==> src/rtl/pupil_track_pkg.sv <==
// pupil_track_pkg: shared state enum, image defaults, coordinate widths and pair helpers
//   pair_t    : one pupil pair (x1,y1)/(x2,y2)
//   pair_avg  : rounded midpoint of two pairs, computed one bit wider so nothing wraps
package pupil_track_pkg;
    typedef enum logic [1:0] {SEARCH = 2'd0, ACQUIRE = 2'd1, TRACK = 2'd2, COAST = 2'd3} trk_state_e;
    localparam int IMG_HDISP_DEF = 1280;
    localparam int IMG_VDISP_DEF = 720;
    localparam int X_W = 11;
    localparam int Y_W = 16;
    typedef struct packed {
        logic [X_W-1:0] x1;
        logic [X_W-1:0] x2;
        logic [Y_W-1:0] y1;
        logic [Y_W-1:0] y2;
    } pair_t;
    function automatic pair_t pair_avg(input pair_t a, input pair_t b);
        logic [X_W:0] sx1, sx2;
        logic [Y_W:0] sy1, sy2;
        sx1 = {1'b0, a.x1} + {1'b0, b.x1} + (X_W+1)'(1);
        sx2 = {1'b0, a.x2} + {1'b0, b.x2} + (X_W+1)'(1);
        sy1 = {1'b0, a.y1} + {1'b0, b.y1} + (Y_W+1)'(1);
        sy2 = {1'b0, a.y2} + {1'b0, b.y2} + (Y_W+1)'(1);
        pair_avg.x1 = sx1[X_W:1];
        pair_avg.x2 = sx2[X_W:1];
        pair_avg.y1 = sy1[Y_W:1];
        pair_avg.y2 = sy2[Y_W:1];
    endfunction
endpackage

==> src/rtl/pupil_pair_check.sv <==
// pupil_pair_check: sorts a measured pupil pair by column and flags it good / consistent
//   res_i    : raw measured pair
//   ref_i    : reference pair (candidate or current ROI)
//   sorted_o : pair with the smaller column in slot 1
//   good_o   : pair is plausible on its own
//   cons_o   : pair is good and within MAX_JUMP of the reference on every coordinate
module pupil_pair_check
    import pupil_track_pkg::*;
#(
    parameter int IMG_HDISP = IMG_HDISP_DEF,
    parameter int IMG_VDISP = IMG_VDISP_DEF,
    parameter int MIN_SEP   = 150,
    parameter int MAX_JUMP  = 64
) (
    input  pair_t res_i,
    input  pair_t ref_i,
    output pair_t sorted_o,
    output logic  good_o,
    output logic  cons_o
);
    localparam logic [Y_W:0] HD_L  = (Y_W+1)'(IMG_HDISP);
    localparam logic [Y_W:0] VD_L  = (Y_W+1)'(IMG_VDISP);
    localparam logic [Y_W:0] SEP_L = (Y_W+1)'(MIN_SEP);
    localparam logic [Y_W:0] JMP_L = (Y_W+1)'(MAX_JUMP);
    // columns are zero-extended to row width so one absolute-difference helper serves both
    function automatic logic [Y_W:0] ad(input logic [Y_W-1:0] a, input logic [Y_W-1:0] b);
        ad = (a >= b) ? ({1'b0, a} - {1'b0, b}) : ({1'b0, b} - {1'b0, a});
    endfunction
    pair_t s;
    always_comb begin
        s = res_i;
        if (res_i.x1 > res_i.x2) begin
            s.x1 = res_i.x2;
            s.x2 = res_i.x1;
            s.y1 = res_i.y2;
            s.y2 = res_i.y1;
        end
        sorted_o = s;
        good_o = (|s.x1) && (|s.x2)
              && (ad(Y_W'(s.x1), Y_W'(s.x2)) >= SEP_L)
              && ((Y_W+1)'(s.x1) < HD_L) && ((Y_W+1)'(s.x2) < HD_L)
              && ({1'b0, s.y1} < VD_L) && ({1'b0, s.y2} < VD_L);
        cons_o = good_o
              && (ad(Y_W'(s.x1), Y_W'(ref_i.x1)) <= JMP_L)
              && (ad(Y_W'(s.x2), Y_W'(ref_i.x2)) <= JMP_L)
              && (ad(s.y1, ref_i.y1) <= JMP_L)
              && (ad(s.y2, ref_i.y2) <= JMP_L);
    end
endmodule

==> src/rtl/pupil_roi_ctrl.sv <==
// pupil_roi_ctrl: pupil-pair lock/track FSM producing a smoothed ROI for the projection search
//   per_frame_vsync, res_valid, res_* : frame sync and measured pupil pair
//   roi_*, roi_valid                  : ROI centres, valid in TRACK/COAST
//   trk_state, track_lost, lock_cnt   : tracker status
module pupil_roi_ctrl
    import pupil_track_pkg::*;
#(
    parameter int IMG_HDISP   = IMG_HDISP_DEF,
    parameter int IMG_VDISP   = IMG_VDISP_DEF,
    parameter int MIN_SEP     = 150,
    parameter int MAX_JUMP    = 64,
    parameter int LOCK_FRAMES = 3,
    parameter int LOST_FRAMES = 4
) (
    input  logic           clk,
    input  logic           rst_n,
    input  logic           per_frame_vsync,
    input  logic           res_valid,
    input  logic [X_W-1:0] res_x1,
    input  logic [X_W-1:0] res_x2,
    input  logic [Y_W-1:0] res_y1,
    input  logic [Y_W-1:0] res_y2,
    output logic [X_W-1:0] roi_x1,
    output logic [X_W-1:0] roi_x2,
    output logic [Y_W-1:0] roi_y1,
    output logic [Y_W-1:0] roi_y2,
    output logic           roi_valid,
    output logic [1:0]     trk_state,
    output logic           track_lost,
    output logic [2:0]     lock_cnt
);
    localparam logic [2:0] LOCK_L = 3'(LOCK_FRAMES);
    localparam logic [2:0] LOST_L = 3'(LOST_FRAMES);
    trk_state_e state_q, state_d;
    logic [2:0] lock_q, lock_d, miss_q, miss_d;
    pair_t      cand_q, cand_d, roi_q, roi_d, res, srt;
    logic       lost_q, lost_d, vs_q, seen_q, armed_q;
    logic       good, cons, rise, miss_evt, bad;
    assign res      = '{x1: res_x1, x2: res_x2, y1: res_y1, y2: res_y2};
    assign rise     = per_frame_vsync & ~vs_q;
    // armed_q keeps the very first vsync edge after reset from counting as a missed result
    assign miss_evt = rise & ~res_valid & ~seen_q & armed_q;
    assign bad      = (res_valid & ~good) | miss_evt;
    pupil_pair_check #(
        .IMG_HDISP(IMG_HDISP),
        .IMG_VDISP(IMG_VDISP),
        .MIN_SEP  (MIN_SEP),
        .MAX_JUMP (MAX_JUMP)
    ) u_chk (
        .res_i   (res),
        .ref_i   ((state_q == TRACK || state_q == COAST) ? roi_q : cand_q),
        .sorted_o(srt),
        .good_o  (good),
        .cons_o  (cons)
    );
    always_ff @(posedge clk or negedge rst_n) begin
        if (!rst_n) begin
            state_q <= SEARCH;
            lock_q  <= '0;
            miss_q  <= '0;
            cand_q  <= '0;
            roi_q   <= '0;
            lost_q  <= 1'b0;
            vs_q    <= 1'b0;
            seen_q  <= 1'b0;
            armed_q <= 1'b0;
        end else begin
            state_q <= state_d;
            lock_q  <= lock_d;
            miss_q  <= miss_d;
            cand_q  <= cand_d;
            roi_q   <= roi_d;
            lost_q  <= lost_d;
            vs_q    <= per_frame_vsync;
            seen_q  <= rise ? 1'b0 : (seen_q | res_valid);
            armed_q <= armed_q | rise;
        end
    end
    always_comb begin
        state_d = state_q;
        lock_d  = lock_q;
        miss_d  = miss_q;
        cand_d  = cand_q;
        roi_d   = roi_q;
        lost_d  = 1'b0;
        case (state_q)
            SEARCH: if (res_valid && good) begin
                cand_d  = srt;
                lock_d  = 3'd1;
                state_d = ACQUIRE;
            end
            ACQUIRE: if (res_valid && cons) begin
                cand_d = srt;
                lock_d = lock_q + 3'd1;
                if (lock_q + 3'd1 == LOCK_L) begin
                    roi_d   = srt;
                    state_d = TRACK;
                end
            end else if (res_valid && good) begin
                cand_d = srt;
                lock_d = 3'd1;
            end else if (bad) begin
                lock_d  = '0;
                state_d = SEARCH;
            end
            TRACK: if (res_valid && cons) begin
                roi_d = pair_avg(roi_q, srt);
            end else if (res_valid || miss_evt) begin
                miss_d  = 3'd1;
                state_d = COAST;
            end
            default: if (res_valid && cons) begin
                roi_d   = pair_avg(roi_q, srt);
                miss_d  = '0;
                state_d = TRACK;
            end else if (res_valid || miss_evt) begin
                miss_d = miss_q + 3'd1;
                if (miss_q + 3'd1 == LOST_L) begin
                    miss_d  = '0;
                    lock_d  = '0;
                    roi_d   = '0;
                    lost_d  = 1'b1;
                    state_d = SEARCH;
                end
            end
        endcase
    end
    always_comb begin
        roi_x1     = roi_q.x1;
        roi_x2     = roi_q.x2;
        roi_y1     = roi_q.y1;
        roi_y2     = roi_q.y2;
        roi_valid  = (state_q == TRACK) || (state_q == COAST);
        trk_state  = state_q;
        track_lost = lost_q;
        lock_cnt   = lock_q;
    end
endmodule

==> config.mk <==
export PLATFORM = sky130hd
export DESIGN_NAME = pupil_roi_ctrl
export DESIGN_NICKNAME = d
export VERILOG_FILES = /design/src/rtl/pupil_track_pkg.sv /design/src/rtl/pupil_pair_check.sv /design/src/rtl/pupil_roi_ctrl.sv
export SDC_FILE = /design/constraint.sdc
export NUM_CORES = 1
export LEC_CHECK = 0
export CELL_PAD_IN_SITES_DETAIL_PLACEMENT = 1
export CELL_PAD_IN_SITES_GLOBAL_PLACEMENT = 1
export CORE_AREA = 2 2 181 183
export DETAILED_ROUTE_END_ITERATION = 8
export DIE_AREA = 0 0 183 185
export GPL_ROUTABILITY_DRIVEN = 0
export GPL_TIMING_DRIVEN = 0
export PLACE_DENSITY_LB_ADDON = 0.1
export RECOVER_POWER = 25
export REMOVE_ABC_BUFFERS = 1
export SETUP_SLACK_MARGIN = 0.3
export SLEW_MARGIN = 20
export SYNTH_ARGS = -nofsm -noshare
export SYNTH_HDL_FRONTEND = slang
export SYNTH_SLANG_ARGS = --single-unit
==> constraint.sdc <==
create_clock -name clk -period 10.4 [get_ports clk]
set_input_delay 1.04 -clock clk [delete_from_list [all_inputs] [get_ports clk]]
set_output_delay 1.04 -clock clk [all_outputs]
set_load 0.01 [all_outputs]
==> results.json, run 1 <==
{
  "status": "finished, violations left",
  "violations": "capacitance limit, slew limit",
  "slew_headroom_pct": -208,
  "fin_ws_ns": 0.698,
  "rsz0062_at_grt": "false",
  "fmax_mhz": 103,
  "path_clk_slew_ns": 0.06,
  "synth.area.top_cells": "dfrtp_1 (19%), ha_1 (14%), mux2i_1 (5.8%)",
  "r2r_setup_slack_ns": 2.01,
  "hold_path_end": "cand_q[3]$_DFFE_PN0P_",
  "critPathArrivalTime_ns": 10.03,
  "drv_slew": 123,
  "ctsHtreeMaxLevel": 4,
  "place_area_sq_mm": 0.0175,
  "clock_latency_ns": 0.46,
  "diodes": 0,
  "overflow": 0,
  "numCtsBuffers": 17,
  "final_cell_mix": "inv_1 (186), ha_1 (178), nand2_1 (163)",
  "drt-total-wl_mm": 56.2,
  "yosysSeqAreaShare_pct": 19.0,
  "drv_cap": 2,
  "drc_errors": 0,
  "async_reset_ff_share_pct": 100,
  "grt_pass1_wl_mm": 88.8,
  "antenna_found_initial": 0,
  "die_h_microns": 185,
  "grt_usage_pct": 33.0,
  "grt_pass1_vias": 16100,
  "initial_core_util_pct": 49.4,
  "crit_path_top_delay_cell": "clkdlybuf4s50_1",
  "drive_gt1_share_pct": 10.2,
  "grt_max_degree": 77,
  "critPathMaxStageDelay_ns": 0.70,
  "hold_depth": 2,
  "power_density_mw_per_mm2": 174,
  "synth_seq_cells": 120,
  "ys_warn_count": 0,
  "synth_top_area_share_pct": 19.0,
  "cts_buffer_depth": 2,
  "holdCritPathClass": "reg -> reg",
  "fp-row-count": 66,
  "place_ws_ns": -0.834,
  "syn_to_final_growth_pct": 16.5,
  "critical_path.max_fanout": 31,
  "synth_ff_type": "dfrtp_1",
  "r2r_cells": 24,
  "reg2reg_to": "roi_y2[6]$_DFFE_PN0P_",
  "drtPass1Iterations": 8,
  "fin_nets": 2274,
  "finClkSkew_ns": 0.0193,
  "boundaryPins": 119,
  "cts_tree": "built",
  "portBuffers": 118,
  "stdcell_area_sq_mm": 0.0184,
  "core_sq_mm": 0.0320,
  "final_common_cell": "inv_1",
  "syn_area_sq_mm": 0.0158,
  "dieArea_sq_mm": 0.0339,
  "cp_common_cell": "buf_4",
  "critPathKind": "in -> reg",
  "crit_path_start_kind": "input pin",
  "reg2reg_from": "trk_state[0]$_DFFE_PN0P_",
  "report.power.total_mw": 3.20,
  "min_period_ns": 9.70,
  "tightest_slew_ns": 4.62,
  "cts.sinks": 120,
  "leakage_nw": 9.01,
  "die_w_microns": 183,
  "hold_viol": 0,
  "required_ns": 10.72,
  "drtIter0Drc": 1030,
  "synth_edf_count": 0,
  "cp-end-kind": "flip-flop",
  "whs_ns": 0.472,
  "hold_start": "cand_q[3]$_DFFE_PN0P_",
  "synth.distinct_cells": 95,
  "final_antenna_net_count": 0,
  "period_share_pct": 93.3,
  "ir_drop_mv": 0.153,
  "wire_per_inst_microns": 22.9,
  "synthCells": 1955,
  "postSynthAreaPerCell_sq_um": 8.09,
  "dp_hpwl_mm": 42.6,
  "vias_per_cell": 6.39,
  "setup_viol": 0,
  "cts.root.buffer_cell": "clkbuf_16",
  "vias": 15700,
  "synth_top_area_cell": "dfrtp_1"
}
## per-stage QoR
step	setup TNS [ns]	instances	util, %
after floorplan	-31.26	1864	-
after global placement	-594.21	2390	53.4
after detailed placement	-37.33	2404	54.8
after CTS	0	2442	57.0
after global routing	0	2452	57.5
final	0	2452	57.5
## cell type report
cell class              count  area [sq um]
clock buffers              22           484
clock inverters             9           145
fillers                  3850         13600
inverters                 186           698
multi-input cells        1558         11900
flip-flops and latches    120          3000
well taps                 408           510
repair buffers            149          1660
## metal layers
metal	vias up	part of all wire [%]	track usage (%)
li1	7278	-	-
met1	7840	45	43.4
met2	438	48	56.5
met3	112	4.3	3.78
met4	0	2.8	10.7
met5	-	0	0
## where the power goes
part,switching (mW),internal [mW]
Combinational,1.09,0.812
Clock,0.249,0.423
Sequential,0.0931,0.533
Total,1.43,1.77
## synth_stat cells (7+ instances only)
| cell | n |
|---|---|
| a2111oi_0 | 8 |
| a211oi_1 | 28 |
| a21boi_0 | 9 |
| a21o_1 | 60 |
| a21oi_1 | 118 |
| a311oi_1 | 10 |
| a31o_2 | 8 |
| a31oi_1 | 23 |
| and2_1 | 31 |
| and3_1 | 10 |
| buf_2 | 17 |
| clkbuf_1 | 61 |
| dfrtp_1 | 120 |
| ha_1 | 180 |
| inv_1 | 186 |
| mux2_1 | 8 |
| mux2_2 | 42 |
| mux2_4 | 46 |
| mux2i_1 | 92 |
| nand2_1 | 164 |
| nand2b_1 | 13 |
| nand3_1 | 38 |
| nand4_1 | 19 |
| nor2_1 | 119 |
| nor2b_1 | 26 |
| nor3_1 | 35 |
| nor4_1 | 8 |
| o211ai_1 | 21 |
| o21a_1 | 17 |
| o21ai_0 | 115 |
| o21bai_1 | 23 |
| o22ai_1 | 48 |
| o31a_1 | 8 |
| o31ai_1 | 17 |
| o32ai_1 | 7 |
| or3_1 | 11 |
| xnor2_1 | 46 |
| xor2_1 | 27 |
## critical path, delay by kind of cell
family	cells	cell delay [ns]
adder cells (fa/ha/maj)	2	0.88
multiplexers	3	1.06
buffers and inverters	7	1.82
AO/OA/AOI/OAI	9	3.16
AND/OR/NAND/NOR	8	2.02
## state kept, by name, indices dropped and copies added, names as in the netlist, named ones only
register / flops
cand_q: 54
roi_y1: 16
roi_y2: 16
roi_x1: 11
roi_x2: 11
lock_cnt: 3
miss_q: 3
armed_q: 1
seen_q: 1
track_lost: 1
trk_state: 1
vs_q: 1
## what timing repair did
action	in CTS	in global routing
hold buffers	0	0
pin swaps	2	3
gates cloned	0	0
setup endpoints to repair	54	54
setup buffers	7	10
resized for setup	13	23
## cell families after synthesis
group / after synthesis / share of synthesized area, %
buf+inv: 277 / 7.05
compound gates: 600 / 25.7
simple gates: 513 / 15.8
fa+ha+maj: 184 / 14.7
mux: 188 / 13.7
xor+xnor: 73 / 4.04
flops: 120 / 19.0
## worst max path at each step
stage               from                    end  slack [ns]
6_report       res_x2[8]  roi_y2[6]$_DFFE_PN0P_        0.70
5_1_grt        res_x2[8]  roi_y2[6]$_DFFE_PN0P_        0.30
4_1_cts        res_x2[8]  roi_y2[6]$_DFFE_PN0P_        0.33
3_5_place_dp   res_x2[8]  roi_y2[6]$_DFFE_PN0P_       -0.83
3_3_place_gp   res_x2[8]  roi_y1[9]$_DFFE_PN0P_       -7.08
2_1_floorplan  res_x2[9]  roi_x1[6]$_DFFE_PN0P_       -0.62
No activity file was read; power rests on OpenSTA's default activity.
==> inputs of run 2 (changes only) <==
Settings changed: REMOVE_ABC_BUFFERS 1 to unset, SKIP_CTS_REPAIR_TIMING set to 1.
==> results.json, run 2 (synthesis results as in run 1) <==
{
  "leakage_nw": 9.03,
  "wire_per_inst_microns": 24.4,
  "fmax_mhz": 101,
  "grt_max_degree": 62,
  "violations": "capacitance limit, slew limit",
  "vias_per_cell": 6.44,
  "dp_hpwl_mm": 47.7,
  "required_ns": 10.74,
  "min_period_ns": 9.88,
  "tightest_slew_ns": 3.59,
  "grtUsageMet2_pct": 58.6,
  "status": "finished, violations left",
  "cp-end-kind": "flip-flop",
  "vias": 16200,
  "place_ws_ns": -2.23,
  "numCtsBuffers": 17,
  "crit_path_start_kind": "input pin",
  "drive_gt1_share_pct": 10.6,
  "diodes": 0,
  "reg2reg_from": "trk_state[0]$_DFFE_PN0P_",
  "critPathKind": "in -> reg",
  "cts.sinks": 120,
  "syn_to_final_growth_pct": 16.5,
  "cts.root.buffer_cell": "clkbuf_16",
  "drt-total-wl_mm": 61.5,
  "initial_core_util_pct": 49.4,
  "slew_headroom_pct": -139,
  "utilization_pct": 57.5,
  "path_clk_slew_ns": 0.06,
  "die_w_microns": 183,
  "fin_ws_ns": 0.522,
  "crit_path_top_delay_cell": "clkdlybuf4s50_1",
  "critPathMaxStageDelay_ns": 0.64,
  "antenna_found_initial": 1,
  "num-fill-cells": 3905,
  "r2r_setup_slack_ns": 1.98,
  "die_h_microns": 185,
  "grt_pass1_wl_mm": 94.9,
  "holdCritPathClass": "reg -> reg",
  "dp.cells": 2481,
  "grtUsageMet3_pct": 6.10,
  "regMostFlops": "cand_q",
  "drtPass1Iterations": 5,
  "fin_nets": 2343,
  "final_antenna_net_count": 0,
  "drc_errors": 0,
  "final_common_cell": "inv_1",
  "period_share_pct": 95.0,
  "grt_pass1_vias": 16700,
  "synth_nets": 2197,
  "dieArea_sq_mm": 0.0339,
  "final_cell_mix": "inv_1 (186), ha_1 (180), nand2_1 (164)",
  "rsz0062_at_grt": "false",
  "portBuffers": 117,
  "report.power.total_mw": 3.20,
  "boundaryPins": 119,
  "critical_path.max_fanout": 10,
  "grt_usage_pct": 35.9,
  "top_usage_layer": "met2",
  "drtIter0Drc": 1248,
  "overflow": 0,
  "layoutNonFillerInstCount": 2522,
  "fp-row-count": 66,
  "clock_latency_ns": 0.46,
  "grtUsageMet1_pct": 47.4,
  "largest_reg_flops": 54,
  "core_sq_mm": 0.0320,
  "hold_viol": 0,
  "drv_slew": 123,
  "crit_start": "res_x2[4]",
  "multi_input_area_sq_mm": 0.0119,
  "finClkSkew_ns": 0.0178,
  "drv_cap": 2,
  "cts_buffer_depth": 2,
  "hold_start": "cand_q[45]$_DFFE_PN0P_",
  "ir_drop_mv": 0.158,
  "power_density_mw_per_mm2": 174,
  "seq_area_sq_mm": 0.00300,
  "setup_viol": 0,
  "critPathArrivalTime_ns": 10.22,
  "cts_tree": "built",
  "ctsHtreeMaxLevel": 4
}
## run 2: cell types whose count changed in the layout (fill, tap and decap cells not counted), sizes merged
cell	delta
buf	+9
bufinv	-1
clkbuf	+57
clkdlybuf4s50	-4
clkinv	+1
clkinvlp	+2
dlymetal6s2s	+3
inv	+3
## run 2: area by class of cell
cell class / count / share of cell area [%]
sequential: 120 / 16.3
timing repair buffer: 127 / 6.75
inverter: 186 / 3.79
clock inverter: 14 / 0.937
buffer: 91 / 2.48
clock buffer: 18 / 2.38
multi-input combinational: 1558 / 64.6
tap: 408 / 2.77
## run 2: final timing paths
path	depth (start not counted)	endpoint
min	2	cand_q[45]$_DFFE_PN0P_
min in group asynchronous	1	roi_x1[6]$_DFFE_PN0P_
min reg2reg	2	cand_q[45]$_DFFE_PN0P_
max in group asynchronous	2	roi_y1[7]$_DFFE_PN0P_
max reg2reg	26	roi_y1[9]$_DFFE_PN0P_
max	33	roi_y1[9]$_DFFE_PN0P_
## run 2: layer usage
layer  up-vias  share of wire [%]
met5         -                  0
met4         0                3.3
met3       121                5.7
met2       524                 47
met1      8176                 44
li1       7418                  -
## run 2: power by group
group | internal (mW) | switching (mW)
clock network | 0.385 | 0.263
logic | 0.790 | 1.13
registers | 0.533 | 0.0960
## run 2: worst max-delay path: cells and delay by family
kind                       cells  cell delay (ns)
buffers and inverters         11             3.46
AOI/OAI and AO/OA              9             2.36
muxes                          4             1.54
and+or+nand+nor                7             1.30
adders and majority gates      2             0.49
## run 2: per-stage QoR
| step | TNS, ns | hold WS [ns] | area (sq um) |
|---|---|---|---|
| after detailed placement | -119.42 | 0.466 | 17500 |
| after global routing | 0 | 0.507 | 18400 |
| after floorplan | 0 | 0.441 | 15800 |
| after global placement | -111.22 | 0.453 | 17500 |
| final | 0 | 0.482 | 18400 |
| after CTS | -91.39 | 0.481 | 18200 |
